File: config.mk
export PLATFORM = sky130hd
export DESIGN_NAME = calc_key_sequencer_flat
export DESIGN_NICKNAME = d
export VERILOG_FILES = /design/src/rtl/calc_key_sequencer_if.sv /design/src/rtl/calc_key_sequencer.sv /design/src/flat_wrapper.sv
export SDC_FILE = /design/constraint.sdc
export NUM_CORES = 1
export LEC_CHECK = 0
export CORE_MARGIN = 10
export CORE_UTILIZATION = 28
export CTS_BUF_LIST = sky130_fd_sc_hd__clkbuf_8
export CTS_CLUSTER_DIAMETER = 80
export DETAILED_ROUTE_END_ITERATION = 12
export GPL_TIMING_DRIVEN = 0
export PLACE_DENSITY = 0.53
export SLEW_MARGIN = 20
export SYNTH_ARGS = -nofsm -noshare
export SYNTH_HDL_FRONTEND = slang
export SYNTH_SLANG_ARGS = --single-unit
File: constraint.sdc
create_clock -name clk -period 2.35 [get_ports clk]
set_input_delay 0.3525 -clock clk [delete_from_list [all_inputs] [get_ports clk]]
set_output_delay 0.3525 -clock clk [all_outputs]
set_load 0.01 [all_outputs]
File: src/rtl/calc_key_sequencer_if.sv
// Keypad-to-datapath bundle for calc_key_sequencer: key inputs, datapath
// strobes, display/status outputs and a state debug tap.
interface calc_key_sequencer_if;
  // Handshakes: key_valid is a level held while a key is down; the sequencer
  // acts on it once per press. dp_a_load/dp_b_load/dp_start are single-cycle
  // strobes with no back-pressure. dp_done is a single-cycle pulse that
  // qualifies dp_result and is only honoured while busy is high.
  logic [3:0] key_value;
  logic       key_valid;
  logic [7:0] dp_data;
  logic       dp_a_load;
  logic       dp_b_load;
  logic [1:0] dp_op;
  logic       dp_start;
  logic       dp_done;
  logic [7:0] dp_result;
  logic [7:0] outreg_data;
  logic [3:0] kout;
  logic       busy;
  logic       err;
  logic [2:0] dbg_state;

  modport master (
    input  key_value, key_valid, dp_done, dp_result,
    output dp_data, dp_a_load, dp_b_load, dp_op, dp_start,
           outreg_data, kout, busy, err, dbg_state
  );

  modport slave (
    output key_value, key_valid, dp_done, dp_result,
    input  dp_data, dp_a_load, dp_b_load, dp_op, dp_start,
           outreg_data, kout, busy, err, dbg_state
  );
endinterface

File: src/rtl/calc_key_sequencer.sv
// Calculator control FSM: qualifies held keys into single commands and
// sequences operand loads, ALU start and result write-back.
module calc_key_sequencer #(
  parameter int HOLD_MIN = 4,
  parameter int TIMEOUT  = 255
) (
  input  logic                 clk,
  input  logic                 reset_p,
  calc_key_sequencer_if.master bus
);

  localparam int HW = $clog2(HOLD_MIN + 1);
  localparam int TW = $clog2(TIMEOUT + 1);
  localparam logic [HW-1:0] HOLD_SAT  = HW'(HOLD_MIN);
  localparam logic [HW-1:0] HOLD_LAST = HW'(HOLD_MIN - 1);
  localparam logic [TW-1:0] TMO_LAST  = TW'(TIMEOUT - 1);

  typedef enum logic [2:0] {
    S_IDLE   = 3'd0,
    S_OPND_A = 3'd1,
    S_WAIT_B = 3'd2,
    S_OPND_B = 3'd3,
    S_EXEC   = 3'd4
  } state_t;

  state_t        state;
  logic [HW-1:0] hold_cnt;
  logic          armed;
  logic [TW-1:0] tmr;

  logic       accept;
  logic       is_digit;
  logic       is_oper;
  logic       is_clear;
  logic       is_equals;
  logic [3:0] op_diff;
  logic [1:0] op_code;
  logic [7:0] digit_ext;

  // The accept cycle is the one on which the counter would reach HOLD_MIN.
  assign accept    = bus.key_valid && armed && (hold_cnt == HOLD_LAST);
  assign is_digit  = (bus.key_value <= 4'd9);
  assign is_oper   = (bus.key_value >= 4'd10) && (bus.key_value <= 4'd13);
  assign is_clear  = (bus.key_value == 4'd14);
  assign is_equals = (bus.key_value == 4'd15);
  assign op_diff   = bus.key_value - 4'd10;
  assign op_code   = op_diff[1:0];
  assign digit_ext = {4'd0, bus.key_value};

  assign bus.dbg_state = state;

  always_ff @(posedge clk) begin
    if (reset_p) begin
      state           <= S_IDLE;
      hold_cnt        <= '0;
      armed           <= 1'b1;
      tmr             <= '0;
      bus.dp_data     <= '0;
      bus.dp_a_load   <= 1'b0;
      bus.dp_b_load   <= 1'b0;
      bus.dp_op       <= '0;
      bus.dp_start    <= 1'b0;
      bus.outreg_data <= '0;
      bus.kout        <= '0;
      bus.busy        <= 1'b0;
      bus.err         <= 1'b0;
    end else begin
      bus.dp_a_load <= 1'b0;
      bus.dp_b_load <= 1'b0;
      bus.dp_start  <= 1'b0;

      if (!bus.key_valid) begin
        hold_cnt <= '0;
        armed    <= 1'b1;
      end else begin
        if (hold_cnt != HOLD_SAT) hold_cnt <= hold_cnt + HW'(1);
        if (accept) armed <= 1'b0;
      end

      if (accept && is_clear) begin
        // Clear aborts everything, including an ALU operation in flight.
        bus.kout        <= bus.key_value;
        bus.err         <= 1'b0;
        bus.outreg_data <= '0;
        bus.busy        <= 1'b0;
        state           <= S_IDLE;
      end else if (state == S_EXEC) begin
        if (bus.dp_done) begin
          bus.outreg_data <= bus.dp_result;
          bus.busy        <= 1'b0;
          state           <= S_IDLE;
        end else if (tmr == TMO_LAST) begin
          bus.err  <= 1'b1;
          bus.busy <= 1'b0;
          state    <= S_IDLE;
        end else begin
          tmr <= tmr + TW'(1);
        end
      end else if (accept) begin
        bus.kout <= bus.key_value;
        bus.err  <= 1'b0;
        case (state)
          S_IDLE: begin
            if (is_digit) begin
              bus.dp_data     <= digit_ext;
              bus.dp_a_load   <= 1'b1;
              bus.outreg_data <= digit_ext;
              state           <= S_OPND_A;
            end else if (is_oper) begin
              // Chain the previous result in as operand A.
              bus.dp_data   <= bus.outreg_data;
              bus.dp_a_load <= 1'b1;
              bus.dp_op     <= op_code;
              state         <= S_WAIT_B;
            end
          end
          S_OPND_A: begin
            if (is_digit) begin
              bus.dp_data     <= digit_ext;
              bus.dp_a_load   <= 1'b1;
              bus.outreg_data <= digit_ext;
            end else if (is_oper) begin
              bus.dp_op <= op_code;
              state     <= S_WAIT_B;
            end
          end
          S_WAIT_B: begin
            if (is_digit) begin
              bus.dp_data     <= digit_ext;
              bus.dp_b_load   <= 1'b1;
              bus.outreg_data <= digit_ext;
              state           <= S_OPND_B;
            end else if (is_oper) begin
              bus.dp_op <= op_code;
            end
          end
          S_OPND_B: begin
            if (is_digit) begin
              bus.dp_data     <= digit_ext;
              bus.dp_b_load   <= 1'b1;
              bus.outreg_data <= digit_ext;
            end else if (is_equals) begin
              bus.dp_start <= 1'b1;
              bus.busy     <= 1'b1;
              tmr          <= '0;
              state        <= S_EXEC;
            end
          end
          default: state <= S_IDLE;
        endcase
      end
    end
  end

endmodule
File: src/flat_wrapper.sv
// flat-port wrapper written by rule: the top's interface ports become plain ports
module calc_key_sequencer_flat 
#(
  parameter int HOLD_MIN = 4,
  parameter int TIMEOUT  = 255
)
  (clk, reset_p, bus_key_value, bus_key_valid, bus_dp_done, bus_dp_result, bus_dp_data, bus_dp_a_load, bus_dp_b_load, bus_dp_op, bus_dp_start, bus_outreg_data, bus_kout, bus_busy, bus_err, bus_dbg_state);
  calc_key_sequencer_if bus_i ();
  input  logic clk;
  input  logic reset_p;
  input wire logic [$bits(bus_i.key_value)-1:0] bus_key_value;
  input wire logic [$bits(bus_i.key_valid)-1:0] bus_key_valid;
  input wire logic [$bits(bus_i.dp_done)-1:0] bus_dp_done;
  input wire logic [$bits(bus_i.dp_result)-1:0] bus_dp_result;
  output wire logic [$bits(bus_i.dp_data)-1:0] bus_dp_data;
  output wire logic [$bits(bus_i.dp_a_load)-1:0] bus_dp_a_load;
  output wire logic [$bits(bus_i.dp_b_load)-1:0] bus_dp_b_load;
  output wire logic [$bits(bus_i.dp_op)-1:0] bus_dp_op;
  output wire logic [$bits(bus_i.dp_start)-1:0] bus_dp_start;
  output wire logic [$bits(bus_i.outreg_data)-1:0] bus_outreg_data;
  output wire logic [$bits(bus_i.kout)-1:0] bus_kout;
  output wire logic [$bits(bus_i.busy)-1:0] bus_busy;
  output wire logic [$bits(bus_i.err)-1:0] bus_err;
  output wire logic [$bits(bus_i.dbg_state)-1:0] bus_dbg_state;
  assign bus_i.key_value = bus_key_value;
  assign bus_i.key_valid = bus_key_valid;
  assign bus_i.dp_done = bus_dp_done;
  assign bus_i.dp_result = bus_dp_result;
  assign bus_dp_data = bus_i.dp_data;
  assign bus_dp_a_load = bus_i.dp_a_load;
  assign bus_dp_b_load = bus_i.dp_b_load;
  assign bus_dp_op = bus_i.dp_op;
  assign bus_dp_start = bus_i.dp_start;
  assign bus_outreg_data = bus_i.outreg_data;
  assign bus_kout = bus_i.kout;
  assign bus_busy = bus_i.busy;
  assign bus_err = bus_i.err;
  assign bus_dbg_state = bus_i.dbg_state;
  calc_key_sequencer #(.HOLD_MIN(HOLD_MIN), .TIMEOUT(TIMEOUT)) u_core (.clk(clk), .reset_p(reset_p), .bus(bus_i));
endmodule
* Yosys cells after proc, flatten, opt, wreduce, memory -nomap -nowiden
Index checks and enable logic that the tools add are counted.
** Storage, ports and cells
- Logic and storage cells :: 122
- Register bits after elaboration :: 42
- Output and inout port bits :: 30
- Input bits :: 16
** Operators by class
- Bitwise logic cells :: 7
- Reductions and logical operators :: 29
- Mux-type cells :: 45
- Add/subtract/negate cells :: 3
- Equality and inequality tests :: 22
- $lt $le $gt $ge :: 3
** Operators with widths (count)
- 8-bit two-way mux :: 14
- 3-bit two-way mux :: 10
- 6-bit AND reduction :: 3
- 8-bit one-hot mux with 2 select lines :: 1
- 1-bit two-way mux :: 15
- 2-bit nonzero test :: 7
- 4-bit two-way mux :: 3
- 3-bit != test (second input constant) :: 4
- 3-bit one-hot mux with 4 select lines :: 1
- 2-bit != test (second input constant) :: 5
- 3-bit by 2-bit == test with 1-bit output (second input constant) :: 3
- 3-bit by 1-bit != test with 1-bit output (second input constant) :: 3
- 8-bit by 1-bit adder with 8-bit output (second input constant) :: 1
- 4-bit == test (second input constant) :: 2
- 8-bit == test (second input constant) :: 1
- 4-bit <= comparator (second input constant) :: 2
- 4-bit OR reduction :: 2
- 1-bit inverter :: 7
- 7-bit AND reduction :: 1
- 2-bit OR reduction :: 3
- 3-bit OR reduction :: 2
- 6-bit OR reduction :: 1
- 5-bit AND reduction :: 1
- 5-bit OR reduction :: 1
- 12 further kinds :: 16

* Logic depth before layout (Yosys ltp)
- Depth in word-level cells :: 7
- Gate-level depth with buffers :: 8
- Gate-level depth less buffers :: 6

* Worst setup path before layout
Ideal clock, no wire load.
- Kind :: register to register
- From :: reg u_core.hold_cnt[0]
- To :: reg u_core.bus.outreg_data[2] (netlist bit)
- Data required time :: 2.227 ns
- Stages on the path, launching flop included :: 9
- Setup time :: 0.123 ns
- Buffers on the path :: 2
- Path slack :: 0.658 ns
- Period minus slack after synthesis :: 1.692 ns
- Arrival time :: 1.570 ns
- Cells stage by stage :: dfxtp_1 -> ha_1 -> ha_1 -> and4b_1 -> buf_2 -> a22o_4 -> buf_6 -> nor2_1 -> a211oi_2
** On the way
- Longest elaborated chain between the ends :: 4
- Elaborated cells between the ends (all ways) :: 6
- Those cells by class :: eq/ne: 1; reduce/logical: 5
** Ends and longest elaborated chain
- start, declared :: RTL line calc_key_sequencer.sv:27 : logic [HW-1:0] hold_cnt;
- start signal, assigned :: RTL line calc_key_sequencer.sv:76 : if (hold_cnt != HOLD_SAT) hold_cnt <= hold_cnt + HW'(1);
- 3-bit by 2-bit == test with 1-bit output (*) :: RTL line calc_key_sequencer.sv:41 : assign accept = bus.key_valid && armed && (hold_cnt == HOLD_LAST);
- 1-bit logical AND (*) :: RTL line calc_key_sequencer.sv:41
- 2-bit nonzero test (no line) or 1-bit logical AND (tied branches)
- 4-bit AND reduction (no line) or 2-bit OR reduction (tied branches)
- end signal, assigned :: RTL line calc_key_sequencer.sv:89 : bus.outreg_data <= bus.dp_result;
- end signal, assigned :: RTL line calc_key_sequencer.sv:107 : bus.outreg_data <= digit_ext;
- end signal, assigned :: RTL line calc_key_sequencer.sv:121 : bus.outreg_data <= digit_ext;
- end, declared :: RTL line calc_key_sequencer_if.sv:26 : outreg_data, kout, busy, err, dbg_state
Mark *: on every way between the ends. The rest lies on a longest branch, timed or not.
A chain may end at the register's enable or synchronous reset.

* Worst setup path after layout
- From :: in bus_key_value[0]
- To :: reg u_core.tmr[7]
** On the way
- Longest elaborated chain between the ends :: 4
- Elaborated cells between the ends (all ways) :: 8
- Those cells by class :: order compare: 1; eq/ne: 3; bitwise: 1; reduce/logical: 3
** Ends and longest elaborated chain
- start, declared :: RTL line flat_wrapper.sv:11 : input wire logic [$bits(bus_i.key_value)-1:0] bus_key_value;
- parallel branches: the longest is 3 deep, another holds 4-bit <= comparator
- 7-bit AND reduction (no line) (*)
- end signal, assigned :: RTL line calc_key_sequencer.sv:97 : tmr <= tmr + TW'(1);
- end, declared :: RTL line calc_key_sequencer.sv:29 : logic [TW-1:0] tmr;
Mark *: on every way between the ends.

==> results.md <==
- Outcome: finished, final reports clean
- Iter 0 DRT Violations: roughly 130
- Register bit total from synthesis: 42
- Drt pass-1 iters: 4
- CP Class: in2reg
- Mapped Area: around 2200 um2
- Async set-reset flop share out of synthesis: 0
- Worst-case clock buffer depth: 2
- Via count: between 2000 and 2500
- Max-slew violations: 0
- Area of the die: around 12000 um2
- Routed Antenna Nets: 0
- Area Overhead vs Synth: 31.3%
- Pwr dens: just under 500 nW/um2
- CTS tree: yes
- CTS H-tree lvls: 2
- Initial antenna violation count: 0
- Ant diodes: 0
- Post-CTS Setup Bufs: 0
- Final clock skew: 0.00575 ns
- Cts hold-fix bufs: 0
- Post-CTS resize count: 0
- Placed Cells: approximately 390
- DRC Markers: 0
- Clock root buffer: clkbuf_8
- Placement Setup Slack: between 0.007 and 0.008 ns
- Gr ovfl total: 0
- Initial core utilization: 0.285
- Period utilisation layout: 0.862
- Die Ht: 108 um
- Setup ws final: approximately 0.32 ns
- Largest net degree at the start of global routing: 14
- DRT Wirelength: approximately 6500 um
- Number of global-route vias before repair: ~2100
- Worst-Margin Slew: roughly 0.76 ns
- Number of synthesized flops with an enable pin: 0
- Static Leak: approximately 0.95 nW
- Max-cap violations: 0
- Arr. time, crit path: around 2.2 ns
- Top FF cell, synth: dfxtp_1
- CP Launch Type: primary input
- Clock-pin transition on the worst setup and hold timing paths: about 0.090 ns
- Gpl congestion: between 0.8 and 0.9
- FP Rows: 32
- Fmax: ~0.49 GHz
- Post-DP HPWL: approximately 4800 um
- Num CTS Buffers: 5
- Post-Route Hold Slack: roughly 0.46 ns
- # IOs: 46
- Global Route Usage Sum: 0.113
- Final hold violation count: 0
- Wire per inst: 16.2 um
- Final setup violation count: 0
- Worst setup EP type: flop
- Share of layout cells above drive strength 1: 0.101
- Req. time, crit path: 2.53 ns
- IO Port Bufs: 44
- Clk Latency, worst-skew pair: 0.30 ns
- Min Tclk post-route: about 2.0 ns
- RSZ-0062 raised after global routing: false
- Worst min-delay path class: reg2reg
- Clock tree sinks: 42
- Yosys warns: 0
- Final Non-Filler Cells: ~400
- Syn Inst Count: 245
- Seq/Total Area, Yosys: 0.388
- First-pass GRT wire length: 10600 um
- Synth cell types: 53
- Die X: ~110 um
- VDD IR-drop max: 0.000216 V
- Post-synthesis area per instance: between 8 and 9 um2
- Slew margin rel.: 0.491
- Setup TNS: 0 ns
- Final nets: 317
- DR vias/cell: between 5 and 6
- CORE AREA: 7610 um2
- Crit Path Max Fanout: 8
- Syn_nets: 266
cells by family (layout without fill, tap and decap cells):
logic type                 Yosys count  after routing  share of synthesized area
AOI/OAI and AO/OA                   67             67                      0.223
xor gates and xnor gates             1              1                    0.00405
adders and majority gates            5              5                     0.0289
buffers and inverters               22             74                     0.0526
DFF                                 42             42                      0.388
muxes                               14             14                     0.0705
and+or+nand+nor                     94             94                      0.233
Yosys cell counts (2+ instances only):
master    instances  share of area
nand4_1           6          0.017
ha_1              5          0.029
nor2_1           20          0.035
o21ai_0           6          0.014
o221ai_1          3          0.012
a211oi_2          2          0.012
a31oi_1           4          0.012
nand3_1          15          0.035
and3_1            5          0.014
nand2_1          27          0.047
inv_1             7          0.012
o21a_1            3          0.010
nand4b_1          2         0.0081
a21o_1            3          0.010
clkbuf_1          4         0.0069
or3_1             2         0.0058
buf_2             7          0.016
mux2i_1          13          0.060
nand2b_1          2         0.0058
nor3_1            5          0.012
o311ai_1          3          0.012
a311oi_1          2         0.0081
buf_6             2          0.010
a21oi_1          18          0.042
buf_4             2         0.0069
a211oi_1          8          0.028
and4b_1           2         0.0092
dfxtp_1          42           0.39
worst max-delay path, stage by stage:
cell	delay [ns]
clkdlybuf4s50_1	0.67
nand4_1	0.24
or3_1	0.46
a21oi_2	0.30
o221ai_1	0.17
cell usage in the layout (no fill, tap or decap), types with 3 or more instances in the layout:
cell type and count:
a211oi_1 8, a21o_1 3, a21oi_1 18, a31oi_1 4
and3_1 5, buf_2 7, clkbuf_1 4, clkbuf_8 5
clkdlybuf4s50_1 44, dfxtp_1 42, ha_1 5, inv_1 7
mux2i_1 13, nand2_1 27, nand3_1 15, nand4_1 6
nor2_1 20, nor3_1 5, o21a_1 3, o21ai_0 6
o221ai_1 3, o311ai_1 3
path summary, 6_finish.rpt:
kind	startpoint	end	slack [ns]	depth (start not counted)
min reg2reg	u_core.bus.dp_data[4]$_SDFFE_PP0P_	u_core.bus.dp_data[4]$_SDFFE_PP0P_	0.46	2
max	bus_key_value[0]	u_core.tmr[7]$_SDFFE_PP0P_	0.32	5
min	u_core.bus.dp_data[4]$_SDFFE_PP0P_	u_core.bus.dp_data[4]$_SDFFE_PP0P_	0.46	2
max reg2reg	u_core.hold_cnt[0]$_SDFFE_PP0P_	u_core.bus.dp_data[4]$_SDFFE_PP0P_	0.39	8
metrics by stage:
| stage | power [W] | util | cell area [um2] |
|---|---|---|---|
| final | 0.00141 | 0.374 | 2840 |
| after CTS | 0.00142 | 0.374 | 2840 |
| after detailed placement | 0.000836 | 0.359 | 2730 |
| after floorplan | 0.000785 | - | 2160 |
| after global routing | 0.00147 | 0.374 | 2840 |
| after global placement | 0.000835 | 0.359 | 2730 |
layout make-up:
cell class | instances | area [um2]
buffer | 15 | 87.6
multi-input combinational | 181 | 1210
timing repair buffer | 44 | 440
inverter | 7 | 26.3
fill | 801 | 4770
tap | 102 | 128
sequential | 42 | 841
clock inverter | 3 | 40.0
clock buffer | 5 | 68.8
report_power, final:
group	switching, W	internal, W
sequential	0.00000240	0.000714
combinational	0.0000579	0.0000442
clock	0.000276	0.000313
total	0.000336	0.00107
routing by layer:
layer | wire length (um) | up-vias | global-route usage | part of all wire
met4 | 27 | 0 | 0.0334 | 0.0042
li1 | - | 1016 | - | -
met3 | 396 | 3 | 0.0389 | 0.061
met2 | 3090 | 51 | 0.186 | 0.48
met1 | 2970 | 959 | 0.136 | 0.46
met5 | 0 | - | 0 | 0
flip-flops by register name, summed over array words and instances, names as in the netlist:
| name | count |
|---|---|
| u_core.bus.err | 1 |
| u_core.armed | 1 |
| u_core.bus.dbg_state | 3 |
| u_core.tmr | 8 |
| u_core.bus.kout | 4 |
| u_core.hold_cnt | 3 |
| u_core.bus.busy | 1 |
| u_core.bus.dp_start | 1 |
| u_core.bus.dp_b_load | 1 |
| u_core.bus.dp_a_load | 1 |
| u_core.bus.outreg_data | 8 |
| u_core.bus.dp_data | 8 |
| u_core.bus.dp_op | 2 |
Note: power is estimated with default switching activity, not from simulation.
